## src/rtl/sipo_collector_pkg.sv

```systemverilog
// Shared widths, derived-size helpers and FSM state types for the serial-in,
// parallel-out collector.
package sipo_pkg;

  localparam int DEF_SIZE_DATA_IN  = 2;
  localparam int DEF_SIZE_DATA_OUT = 16;

  typedef enum logic {
    IDLE    = 1'b0,
    COLLECT = 1'b1
  } acc_state_e;

  typedef enum logic {
    EMPTY = 1'b0,
    FULL  = 1'b1
  } out_state_e;

  function automatic int calc_depth(input int size_in, input int size_out);
    return size_out / size_in;
  endfunction

  // A one-bit counter is the floor, even for degenerate depths.
  function automatic int calc_cnt_w(input int depth);
    return (depth < 2) ? 1 : $clog2(depth);
  endfunction

endpackage

```

## src/rtl/sipo_collector_if.sv

```systemverilog
// Symbol stream in, word stream out.
// Handshake: a word transfers on a rising edge where o_valid=1 and i_ready=1.
// A symbol is taken on a rising edge where i_valid=1 and i_flush=0.
interface sipo_collector_if #(
  parameter int SIZE_DATA_IN  = sipo_pkg::DEF_SIZE_DATA_IN,
  parameter int SIZE_DATA_OUT = sipo_pkg::DEF_SIZE_DATA_OUT
);
  logic                     i_valid;
  logic [SIZE_DATA_IN-1:0]  i_data;
  logic                     i_flush;
  logic                     i_ready;
  logic [SIZE_DATA_OUT-1:0] o_data;
  logic                     o_valid;
  logic                     o_busy;
  logic                     o_overflow;

  modport master (
    output i_valid, i_data, i_flush, i_ready,
    input  o_data, o_valid, o_busy, o_overflow
  );

  modport slave (
    input  i_valid, i_data, i_flush, i_ready,
    output o_data, o_valid, o_busy, o_overflow
  );
endinterface

```

## src/rtl/sipo_collector_out_buf.sv

```systemverilog
// Single-entry valid/ready holding register. A load while full and not being
// drained is dropped and reported with a registered one-cycle pulse.
module sipo_out_buf
  import sipo_pkg::*;
#(
  parameter int SIZE_DATA_OUT = DEF_SIZE_DATA_OUT
) (
  input  logic                     i_clk,
  input  logic                     i_rst_n,
  input  logic                     i_load,
  input  logic [SIZE_DATA_OUT-1:0] i_load_data,
  input  logic                     i_ready,
  output logic                     o_valid,
  output logic [SIZE_DATA_OUT-1:0] o_data,
  output logic                     o_drop,
  output out_state_e               o_state
);

  out_state_e               state, state_d;
  logic [SIZE_DATA_OUT-1:0] data_q, data_d;
  logic                     drop_q, drop_d;

  always_ff @(posedge i_clk or negedge i_rst_n) begin
    if (!i_rst_n) begin
      state  <= EMPTY;
      data_q <= '0;
      drop_q <= 1'b0;
    end else begin
      state  <= state_d;
      data_q <= data_d;
      drop_q <= drop_d;
    end
  end

  always_comb begin
    state_d = state;
    data_d  = data_q;
    drop_d  = 1'b0;
    case (state)
      EMPTY: begin
        if (i_load) begin
          state_d = FULL;
          data_d  = i_load_data;
        end
      end
      FULL: begin
        if (i_load && i_ready) begin
          data_d = i_load_data;
        end else if (i_load) begin
          drop_d = 1'b1;
        end else if (i_ready) begin
          state_d = EMPTY;
        end
      end
      default: state_d = EMPTY;
    endcase
  end

  always_comb begin
    o_valid = (state == FULL);
    o_data  = o_valid ? data_q : '0;
    o_drop  = drop_q;
    o_state = state;
  end

endmodule

```

## src/rtl/sipo_collector.sv

```systemverilog
// Reassembles narrow symbols (LSB symbol first) into full words and hands
// them to a single-word output buffer.
module sipo_collector
  import sipo_pkg::*;
#(
  parameter int SIZE_DATA_IN  = DEF_SIZE_DATA_IN,
  parameter int SIZE_DATA_OUT = DEF_SIZE_DATA_OUT
) (
  input  logic             i_clk,
  input  logic             i_rst_n,
  sipo_collector_if.slave  bus,
  output acc_state_e       dbg_acc_state,
  output out_state_e       dbg_out_state
);

  localparam int DEPTH = calc_depth(SIZE_DATA_IN, SIZE_DATA_OUT);
  localparam int CNT_W = calc_cnt_w(DEPTH);
  localparam logic [CNT_W-1:0] LAST = CNT_W'(DEPTH - 1);

  if ((SIZE_DATA_OUT % SIZE_DATA_IN) != 0 || DEPTH < 2) begin : g_param_check
    $error("sipo_collector: SIZE_DATA_OUT must be a multiple (>=2x) of SIZE_DATA_IN");
  end

  acc_state_e               acc_state, acc_state_d;
  logic [CNT_W-1:0]         count, count_d;
  logic [SIZE_DATA_OUT-1:0] asm_q, asm_d;
  logic [SIZE_DATA_OUT-1:0] word;
  logic                     word_done;

  always_ff @(posedge i_clk or negedge i_rst_n) begin
    if (!i_rst_n) begin
      acc_state <= IDLE;
      count     <= '0;
      asm_q     <= '0;
    end else begin
      acc_state <= acc_state_d;
      count     <= count_d;
      asm_q     <= asm_d;
    end
  end

  // word is the assembly register with the current symbol dropped into its slot;
  // flush takes priority over an incoming symbol.
  always_comb begin
    acc_state_d = acc_state;
    count_d     = count;
    asm_d       = asm_q;
    word_done   = 1'b0;
    word        = asm_q;
    word[int'(count)*SIZE_DATA_IN +: SIZE_DATA_IN] = bus.i_data;
    if (bus.i_flush) begin
      acc_state_d = IDLE;
      count_d     = '0;
      asm_d       = '0;
    end else if (bus.i_valid) begin
      if (count == LAST) begin
        word_done   = 1'b1;
        acc_state_d = IDLE;
        count_d     = '0;
        asm_d       = '0;
      end else begin
        acc_state_d = COLLECT;
        count_d     = count + 1'b1;
        asm_d       = word;
      end
    end
  end

  always_comb begin
    bus.o_busy    = (acc_state == COLLECT);
    dbg_acc_state = acc_state;
  end

  sipo_out_buf #(
    .SIZE_DATA_OUT(SIZE_DATA_OUT)
  ) u_out_buf (
    .i_clk       (i_clk),
    .i_rst_n     (i_rst_n),
    .i_load      (word_done),
    .i_load_data (word),
    .i_ready     (bus.i_ready),
    .o_valid     (bus.o_valid),
    .o_data      (bus.o_data),
    .o_drop      (bus.o_overflow),
    .o_state     (dbg_out_state)
  );

endmodule

```

## src/flat_wrapper.sv

```systemverilog
// flat-port wrapper written by rule: the top's interface ports become plain ports
module sipo_collector_flat import sipo_pkg::*;
#(
  parameter int SIZE_DATA_IN  = DEF_SIZE_DATA_IN,
  parameter int SIZE_DATA_OUT = DEF_SIZE_DATA_OUT
)
  (i_clk, i_rst_n, dbg_acc_state, dbg_out_state, bus_i_valid, bus_i_data, bus_i_flush, bus_i_ready, bus_o_data, bus_o_valid, bus_o_busy, bus_o_overflow);
  sipo_collector_if #(.SIZE_DATA_IN(SIZE_DATA_IN), .SIZE_DATA_OUT(SIZE_DATA_OUT)) bus_i ();
  input  logic i_clk;
  input  logic i_rst_n;
  output acc_state_e dbg_acc_state;
  output out_state_e dbg_out_state;
  input wire logic [$bits(bus_i.i_valid)-1:0] bus_i_valid;
  input wire logic [$bits(bus_i.i_data)-1:0] bus_i_data;
  input wire logic [$bits(bus_i.i_flush)-1:0] bus_i_flush;
  input wire logic [$bits(bus_i.i_ready)-1:0] bus_i_ready;
  output wire logic [$bits(bus_i.o_data)-1:0] bus_o_data;
  output wire logic [$bits(bus_i.o_valid)-1:0] bus_o_valid;
  output wire logic [$bits(bus_i.o_busy)-1:0] bus_o_busy;
  output wire logic [$bits(bus_i.o_overflow)-1:0] bus_o_overflow;
  assign bus_i.i_valid = bus_i_valid;
  assign bus_i.i_data = bus_i_data;
  assign bus_i.i_flush = bus_i_flush;
  assign bus_i.i_ready = bus_i_ready;
  assign bus_o_data = bus_i.o_data;
  assign bus_o_valid = bus_i.o_valid;
  assign bus_o_busy = bus_i.o_busy;
  assign bus_o_overflow = bus_i.o_overflow;
  sipo_collector #(.SIZE_DATA_IN(SIZE_DATA_IN), .SIZE_DATA_OUT(SIZE_DATA_OUT)) u_core (.i_clk(i_clk), .i_rst_n(i_rst_n), .bus(bus_i), .dbg_acc_state(dbg_acc_state), .dbg_out_state(dbg_out_state));
endmodule
```

## config.mk

```make
export PLATFORM = sky130hd
export DESIGN_NAME = sipo_collector_flat
export DESIGN_NICKNAME = d
export VERILOG_FILES = /design/src/rtl/sipo_collector_pkg.sv /design/src/rtl/sipo_collector_if.sv /design/src/rtl/sipo_collector_out_buf.sv /design/src/rtl/sipo_collector.sv /design/src/flat_wrapper.sv
export SDC_FILE = /design/constraint.sdc
export NUM_CORES = 1
export LEC_CHECK = 0
export ABC_AREA = 1
export CAP_MARGIN = 20
export CORE_AREA = 5 5 66 68
export CTS_BUF_LIST = sky130_fd_sc_hd__clkbuf_4 sky130_fd_sc_hd__clkbuf_8
export CTS_CLUSTER_DIAMETER = 120
export DETAILED_ROUTE_END_ITERATION = 8
export DIE_AREA = 0 0 71 73
export GPL_TIMING_DRIVEN = 0
export PLACE_DENSITY = 0.9
export SLEW_MARGIN = 20
export SYNTH_ARGS = -nofsm -noshare
export SYNTH_HDL_FRONTEND = slang
export SYNTH_SLANG_ARGS = --single-unit
```

## constraint.sdc

```tcl
create_clock -name i_clk -period 4.6 [get_ports i_clk]
set_input_delay 0.92 -clock i_clk [delete_from_list [all_inputs] [get_ports i_clk]]
set_output_delay 0.92 -clock i_clk [all_outputs]
set_load 0.02 [all_outputs]
```

# Word-level counts from Yosys, hierarchy flattened

Index checks and enable logic that the tools add are counted.

Word-level logic and storage cells: 41
Output and inout port bits: 21
Input bits: 7
Register bits after elaboration: 38

$add $sub $neg: 2
Mux-type cells: 24
Bitwise gates (word level): 1
Shift operators: 2
Eq/ne operators: 3
Reduce and logical (&&, ||, !) cells: 3

Operators with widths:

| cell                                                  | number |
|---|---|
| two-way mux 16 bit                                    | 6 |
| negation 4 -> 33 bit                                  | 1 |
| variable shift 2 x 33 -> 16 bit, first input constant | 1 |
| indexed part select 2 x 33 -> 16 bit                  | 1 |
| one-hot mux 16 bit (2 select lines)                   | 1 |
| bitwise mux 16 bit                                    | 1 |
| two-way mux 1 bit                                     | 12 |
| two-way mux 3 bit                                     | 3 |
| adder 3 x 1 -> 3 bit, second input constant           | 1 |
| == test 3 bit, second input constant                  | 1 |
| inequality test 2 x 1 -> 1 bit, second input constant | 1 |
| inequality test 2 bit, second input constant          | 1 |
| one-hot mux 1 bit (2 select lines)                    | 1 |
| AND reduction 2 bit                                   | 1 |
| nonzero test 2 bit                                    | 1 |
| logical AND 1 bit                                     | 1 |
| inverter 1 bit                                        | 1 |

# Logic depth before layout (Yosys ltp)

Gate-level depths: netlist of run 1.

Depth after elaboration: 7
Gate-level depth with buffers: 10
Mapped depth without buffers: 10

# Hierarchy

From an unflattened synthesis of run 1, not the netlist that was laid out.

Cell total of the unflattened synthesis: 282
Area, all modules: 2220.9 µm²

Modules (own cells, without submodules):

| module         | sequential area each (µm²) | cells an instance | area each (µm²) | times used |
|---|---|---|---|---|
| sipo_collector | 500.5                      | 171               | 1301.2          | 1 |
| sipo_out_buf   | 450.4                      | 111               | 919.6           | 1 |

# Worst setup path before layout of run 1

OpenSTA, ideal clock, no wires.

Kind: register -> output
Start point: register u_core.u_out_buf.state, in the netlist u_core.u_out_buf.o_state
End point: output bus_o_data[10]
Data required time: 3.680 ns
Cell stages (with the launch flop): 5
Buffers on the path: 2
Arrival: 1.097 ns
Path slack: 2.583 ns
Cells stage by stage: dfrtp_1 -> buf_6 -> clkbuf_1 -> nand2_1 -> inv_1

Longest elaborated chain between the ends: 1

Ends and longest elaborated chain:

| item                   | line                         | RTL |
|---|---|---|
| start, declared        | sipo_collector_out_buf.sv:19 | `out_state_e state, state_d;` |
| start signal, assigned | sipo_collector_out_buf.sv:29 | `state <= state_d;` |
| two-way mux 16 bit     | sipo_collector_out_buf.sv:61 | `o_data = o_valid ? data_q : '0;` |
| end, declared          | flat_wrapper.sv:17           | `output wire logic [$bits(bus_i.o_data)-1:0] bus_o_data;` |

No other way between the ends.

# Worst setup path in the final report of run 1

Start point: register u_core.u_out_buf.state, in the netlist u_core.u_out_buf.o_state
End point: output bus_o_data[7]

Same word-level chain as after synthesis.

==> results by group, run 1 <==
Global routing
  – GRT met1 Usage: 23.59%
  – Vias in the first global route: 1659
  – Maximum number of pins on one net before global-route repair: 24
  – Met2 usage in global routing: 33.06%
  – Total congestion overflow: 0
  – Global-route layer with the greatest usage: met2
  – Number of antenna violations at the first check in global routing: 0
  – Global-route wire length before repair: between 7 and 8 mm
  – Met3 track demand over resource: 4.132%
  – Tot GR Track Use: 18.93%

Power
  – Proportion of power drawn by flip-flops and latches: a little over two fifths
  – Maximum VDD drop: 0.0001896 V
  – Portion of total power attributed to combinational logic: 13.6%
  – Total power consumption of the routed design: approximately 0.8 mW
  – Switching part of the total power: 25.24%
  – Areal power density over the cells: around 300 nW/µm²
  – Clock group share of total power: 42.9%
  – Int Pwr: slightly below 0.6 mW
  – Static leakage: 1.396 nW
  – Switching power total: between 0.15 and 0.2 mW

Detailed routing
  – Detailed-route DRC error count: 0
  – Total Wirelength: 4.276 mm
  – Vias: 1678
  – Pre-Repair DR Iteration Count: 4
  – Remaining antenna violation count: 0
  – Average vias per placed instance: ~5.0
  – DR iter-0 viols: between 100 and 150
  – Routed wire length per instance: 12.84 µm

Setup path
  – Largest fanout on the critical path: 10
  – Worst Path Class, Setup: reg -> out
  – Startpoint type of the worst setup path: register
  – Sort of element at the end of the critical path: output pin
  – Worst Reg-to-Reg Cells: 10
  – Data arrival time of the critical path: roughly 1.9 ns
  – WP data required: 3.68 ns

Synthesis
  – Portion of the post-synthesis area used by sequential elements: 43.73%
  – Cells after synthesis: 247
  – Mean instance size in the synthesized netlist: 8.804 µm²
  – Cell area after synthesis: 2175 µm²
  – Post-synthesis register bit count: 38
  – Synthesized net count: 259
  – Count of yosys warnings during synthesis: 0
  – Netlist cell types: 25

Clock network
  – CTS tree: built
  – Number of setup buffers added after CTS: 0
  – Num CTS Buffers: 5
  – Clock Sink Count: 38
  – Clock transition at the registers of the reported paths: 0.08 ns
  – Largest buffer count on any clock path: 2
  – CTS root buffer: clkbuf_8
  – Clock Latency Late Sink: 0.30 ns
  – H-tree depth reported by CTS: 2
  – Quantity of hold-fixing buffers added after cts: 0
  – Count of cells resized by post-cts repair: 0

STA
  – Hold_ws: 0.4737 ns
  – Minimum period implied by the final worst setup slack: 2.852 ns
  – Setup tns final: 0 ns
  – Unrepaired setup endpoints after global routing: false
  – Number of pins with negative max-slew slack in the final report: 0
  – Total count of hold-check failures in the final report: 0
  – Max Clock Freq: between 300 and 400 MHz
  – Final-report setup violation count: 0
  – Final cycle utilization of the critical path: between 60% and 70%
  – Rel. slew slack: 65.28%
  – Pin slew with the least headroom to its limit: 0.5189 ns
  – Final worst clock skew: about 0.011 ns

Final layout
  – Layout cells sized above 1: 23.67%
  – N_diodes: 0
  – Fillcell total: 296
  – Growth of design area from synthesis to finish: 22.67%
  – Final core area utilization: between 70% and 80%
  – Number of nets in the final layout: 294

Worst hold path
  – Worst Hold Class: reg -> reg
  – Hold-critical path depth: 2

Die
  – Starting density of the core: 57.25%
  – Chip Height: about 73 µm
  – Die footprint: 5183 µm²
  – Boundary Pins: 28
  – Total core area: 3799 µm²
  – Cell row count: 23
  – Width of the die: about 71 µm

Status
  – Run status: complete, no violations

Place
  – Quantity of I/O buffers inserted on ports: 27
  – Estimated wirelength of the detail-placed design: 3.286 mm
  – Final estimated routing congestion in global placement: 0.9068

Run
  – Number of maximum-capacitance constraint violations: 0
==> per-stage QoR <==
step	worst slack, ns	instance area [µm²]	instances
final	1.748	2668	333
after global routing	1.596	2668	333
after CTS	1.731	2668	333
after detailed placement	2.050	2530	325
after global placement	1.746	2507	324
after floorplan	2.583	2175	247
==> sequential cells by signal (all words and copies together) (netlist names) <==
name and flops:
u_core.asm_q 16, u_core.bus.o_busy 1, u_core.count 3, u_core.u_out_buf.data_q 16
u_core.u_out_buf.o_drop 1, u_core.u_out_buf.o_state 1
==> critical path: stages (launching register included) <==
cell and delay, ns:
dfrtp_1 0.39, buf_6 0.14, clkbuf_1 0.34, nand2_1 0.09, inv_1 0.07, clkdlybuf4s50_1 0.61
==> path summary, 6_finish.rpt <==
kind / startpoint / slack, ns / to
min: u_core.asm_q[5] / 0.47 / u_core.asm_q[5]
max reg2reg: u_core.count[0] / 2.55 / u_core.asm_q[8]
min in group asynchronous: i_rst_n / 0.55 / u_core.asm_q[15]
min reg2reg: u_core.asm_q[5] / 0.47 / u_core.asm_q[5]
max: u_core.u_out_buf.o_state / 1.75 / bus_o_data[7]
max in group asynchronous: i_rst_n / 3.60 / u_core.u_out_buf.data_q[5]
==> synthesized netlist by cell type, drive strengths merged <==
cell    number  area (µm²)
o21ai       32       265.3
nand2       86       340.3
buf          8       72.56
o22ai        1       6.260
ha           5       62.56
inv         31       121.4
nand4        1       6.260
clkbuf       1       3.750
o21bai       4       30.03
nand3       23       120.1
nor2        15       180.2
nor3         2       15.01
dfrtp       38       950.9
==> power by group through the flow <==
| stage | Combinational [mW] | Sequential [mW] | Clock [mW] |
|---|---|---|---|
| after floorplan | 0.0750 | 0.350 | 0 |
| after global placement | 0.102 | 0.350 | 0 |
| after detailed placement | 0.107 | 0.350 | 0 |
| after CTS | 0.108 | 0.343 | 0.341 |
| after global routing | 0.118 | 0.344 | 0.357 |
| final | 0.108 | 0.343 | 0.339 |
==> area by class of cell <==
class | instances | area [µm²] | area share, %
clock inverters | 3 | 68.82 | 2.580
plain buffers | 9 | 76.32 | 2.861
inverters | 31 | 121.4 | 4.550
flip-flops and latches | 38 | 950.9 | 35.65
repair buffers | 28 | 292.8 | 10.98
clock buffers | 5 | 68.82 | 2.580
well taps | 50 | 62.56 | 2.345
multi-input cells | 169 | 1026 | 38.46
==> cells by family (layout without fill, tap and decap cells) <==
| logic type | count (synthesis) | count (layout) | synth area share, % |
|---|---|---|---|
| fa+ha+maj | 5 | 5 | 2.877 |
| compound gates | 37 | 37 | 13.87 |
| buf+inv | 40 | 76 | 9.090 |
| simple gates | 127 | 127 | 30.44 |
| flops | 38 | 38 | 43.73 |
==> cell usage in the layout (no fill, tap or decap), drive strengths merged <==
master / Yosys / routed
nor3: 2 / 2
nand4: 1 / 1
nor2: 15 / 15
dfrtp: 38 / 38
o21ai: 32 / 32
nand3: 23 / 23
bufinv: 0 / 2
nand2: 86 / 86
clkinv: 0 / 1
clkdlybuf4s50: 0 / 26
ha: 5 / 5
o22ai: 1 / 1
inv: 31 / 31
o21bai: 4 / 4
clkbuf: 1 / 6
buf: 8 / 10
==> routing by layer <==
metal	part of all wire (%)	vias up
met5	0	-
met4	1.3	0
met3	3.6	5
met2	51	31
met1	44	785
li1	-	857
No activity file was read; power rests on OpenSTA's default activity.
==> run 2: changes to the inputs <==
--- a/config.mk
+++ b/config.mk
@@ -7,13 +7,13 @@
 export LEC_CHECK = 0
 export ABC_AREA = 1
 export CAP_MARGIN = 20
-export CORE_AREA = 5 5 66 68
+export CORE_AREA = 5 5 68 70
 export CTS_BUF_LIST = sky130_fd_sc_hd__clkbuf_4 sky130_fd_sc_hd__clkbuf_8
 export CTS_CLUSTER_DIAMETER = 120
 export DETAILED_ROUTE_END_ITERATION = 8
-export DIE_AREA = 0 0 71 73
+export DIE_AREA = 0 0 73 75
 export GPL_TIMING_DRIVEN = 0
-export PLACE_DENSITY = 0.9
+export PLACE_DENSITY = 0.85
 export SLEW_MARGIN = 20
 export SYNTH_ARGS = -nofsm -noshare
 export SYNTH_HDL_FRONTEND = slang
==> constraint.sdc (replaced) <==
create_clock -name i_clk -period 2.8 [get_ports i_clk]
set_input_delay 0.56 -clock i_clk [delete_from_list [all_inputs] [get_ports i_clk]]
set_output_delay 0.56 -clock i_clk [all_outputs]
set_load 0.02 [all_outputs]
==> run 2 against run 1 <==
Power is 50% higher. First-iteration DRC count decreased by 21%. Cell area fell by 1.4%. Worst hold slack lost 0.33 ns. Worst setup slack worse by 1.4 ns. Clock power up 32%. Clock-buffer cell count unchanged. Non-clock buffer count did not move. Flip-flop and latch count unchanged. Sequential share of layout area increased by 0.49 points. Critical path depth unchanged. Sequential power grew 64%. Critical path type unchanged.
==> results by group, run 2 (synthesized netlist as in run 1, its figures left out) <==
Status
  – Run status: complete, no violations

STA
  – Number of pins with negative max-slew slack in the final report: 0 (unchanged)
  – Max Clock Freq: 402.5 MHz
  – Final-report setup violation count: 0 (unchanged)
  – Minimum period implied by the final worst setup slack: 2.484 ns
  – Unrepaired setup endpoints after global routing: false
  – Total count of hold-check failures in the final report: 0 (unchanged)
  – Worst path setup slack after routing: 0.3158 ns (-1.432 ns)
  – Final cycle utilization of the critical path: about nine tenths
  – Rel. slew slack: 66.36% (+1.1 points)
  – Final worst clock skew: 0.008826 ns (-0.002091 ns)
  – Pin slew with the least headroom to its limit: 0.5027 ns (-0.01614 ns)
  – Setup tns final: 0 ns (unchanged)

Detailed routing
  – Pre-Repair DR Iteration Count: 4 (unchanged)
  – DR iter-0 viols: 88 (-21%)
  – Vias: 1673 (-0.30%)
  – Detailed-route DRC error count: 0 (unchanged)
  – Total Wirelength: 4.119 mm (-3.7%)
  – Routed wire length per instance: 12.37 µm (-3.7%)
  – Remaining antenna violation count: 0 (unchanged)
  – Average vias per placed instance: 5.024 (-0.30%)

Die
  – Starting density of the core: 55.56% (-1.7 points)
  – Die footprint: 5475 µm² (+5.6%)
  – Boundary Pins: 28 (unchanged)
  – Cell row count: 23 (unchanged)
  – Width of the die: 73 µm (+2.8%)
  – Total core area: 3914 µm² (+3.0%)
  – Chip Height: 75 µm (+2.7%)

Clock network
  – Quantity of hold-fixing buffers added after cts: 0 (unchanged)
  – Clock transition at the registers of the reported paths: 0.07 ns (about the same)
  – Number of setup buffers added after CTS: 0 (unchanged)
  – Clock Sink Count: 38 (unchanged)
  – H-tree depth reported by CTS: 2 (unchanged)
  – Count of cells resized by post-cts repair: 0 (unchanged)
  – CTS tree: built
  – Clock Latency Late Sink: 0.29 ns (about the same)
  – Largest buffer count on any clock path: 2 (unchanged)
  – CTS root buffer: clkbuf_8
  – Num CTS Buffers: 5 (unchanged)

Final layout
  – Multi-input gate area: 1026 µm² (unchanged)
  – Number of standard cells in the layout, taps in and fillers out: 333 (unchanged)
  – Growth of design area from synthesis to finish: 21.00%
  – Layout cells sized above 1: 23.67% (unchanged)
  – Fillcell total: 328 (+11%)
  – Number of nets in the final layout: 294 (unchanged)
  – Final core area utilization: 67.23% (-3.0 points)
  – Top Registers: u_core.asm_q: 16 flops, u_core.u_out_buf.data_q: 16 flops, u_core.count: 3 flops
  – Most frequent cells in the layout: nand2_1, dfrtp_1, o21ai_2, clkdlybuf4s50_1, inv_1
  – N_diodes: 0 (unchanged)
  – Sequential cell area: 950.9 µm² (unchanged)
  – Commonest non-fill, non-tap cell in the layout: nand2_1

Place
  – Worst setup timing slack at the placement stage: 0.5871 ns (-1.463 ns)
  – Final estimated routing congestion in global placement: 0.8123 (-10%)
  – Estimated wirelength of the detail-placed design: 3.241 mm (-1.4%)
  – Post-placement cell count: 325 (unchanged)
  – Quantity of I/O buffers inserted on ports: 27 (unchanged)

Power
  – Static leakage: 1.382 nW (-0.98%)
  – Int Pwr: 0.8739 mW (+48%)
  – Switching part of the total power: 26.40% (+1.2 points)
  – Areal power density over the cells: 451.3 nW/µm² (+52%)
  – Portion of total power attributed to combinational logic: 14.9% (+1.3 points)
  – Maximum VDD drop: 0.0003032 V (+60%)
  – Total power consumption of the routed design: 1.187 mW (+50%)
  – Proportion of power drawn by flip-flops and latches: 47.5% (+4.0 points)
  – Switching power total: 0.3135 mW (+57%)
  – Clock group share of total power: 37.6% (-5.3 points)

Setup path
  – Critical register-to-register path endpoint: u_core.asm_q[9]
  – Crit path largest cell delay: 0.60 ns (about the same)
  – Buffer and inverter count on the worst path: 4 (unchanged)
  – Critical path's slowest cell: clkdlybuf4s50_1
  – Setup slack on the worst flop-to-flop path: 0.78 ns (-1.77 ns)
  – WP data required: 2.24 ns (-1.44 ns)
  – Startpoint type of the worst setup path: register
  – R2r startpoint: u_core.count[0]
  – Sort of element at the end of the critical path: output pin
  – Data arrival time of the critical path: 1.92 ns (about the same)
  – Largest fanout on the critical path: 10 (unchanged)
  – Worst Reg-to-Reg Cells: 9 (-1)
  – Cell Chain, Critical Path: buf_6, clkbuf_1, nand2_1, inv_1, clkdlybuf4s50_1
  – Worst Path Class, Setup: reg -> out
  – Cell class contributing the biggest share of worst-path delay: buffers and inverters

Global routing
  – Global-route wire length before repair: 6.989 mm (-8.7%)
  – Vias in the first global route: 1558 (-6.1%)
  – Number of antenna violations at the first check in global routing: 0 (unchanged)
  – Total congestion overflow: 0 (unchanged)
  – Maximum number of pins on one net before global-route repair: 28 (+17%)
  – Tot GR Track Use: 16.64% (-2.3 points)

Worst hold path
  – Worst Hold Class: in -> async

Run
  – Number of maximum-capacitance constraint violations: 0 (unchanged)
[run 2: cell count changes in the layout (fill, tap and decap cells not counted), sizes merged]
cell    before  now
bufinv       2    1
clkinv       1    2
[run 2: worst max-delay path by stage]
stage	from	end	depth (start not counted)
after floorplan	u_core.count[0]	u_core.asm_q[8]	9
after global placement	i_rst_n	u_core.u_out_buf.data_q[7]	1
after detailed placement	u_core.u_out_buf.o_state	bus_o_data[8]	5
after CTS	u_core.u_out_buf.o_state	bus_o_data[8]	5
after global routing	u_core.u_out_buf.o_state	bus_o_data[14]	5
final	u_core.u_out_buf.o_state	bus_o_data[8]	5
[run 2: area by class of cell]
class,instances,share of cell area (%)
flip-flops and latches,38,36.14
well taps,50,2.378
multi-input cells,169,38.99
clock buffers,5,2.615
inverters,31,4.612
repair buffers,28,10.84
clock inverters,3,1.522
plain buffers,9,2.901
[run 2: per-layer routing]
metal	part of all wire [%]	track usage (%)
met2	50	27.71
met1	44	21.30
met3	4.8	3.872
met4	1.1	5.943
met5	0	0
[run 2: power groups by stage]
stage / registers, mW / logic [mW] / clock network (mW)
2_1_floorplan: 0.575 / 0.123 / 0
3_3_place_gp: 0.574 / 0.171 / 0
3_5_place_dp: 0.575 / 0.177 / 0
4_1_cts: 0.564 / 0.178 / 0.453
5_1_grt: 0.565 / 0.194 / 0.476
6_report: 0.564 / 0.177 / 0.446
[run 2: per-stage QoR]
step | hold WS, ns | area (µm²)
6_report | 0.1432 | 2631
3_5_place_dp | 0.4601 | 2522
3_3_place_gp | 0.4565 | 2507
4_1_cts | 0.1486 | 2631
2_1_floorplan | 0.2644 | 2175
5_1_grt | 0.1545 | 2631
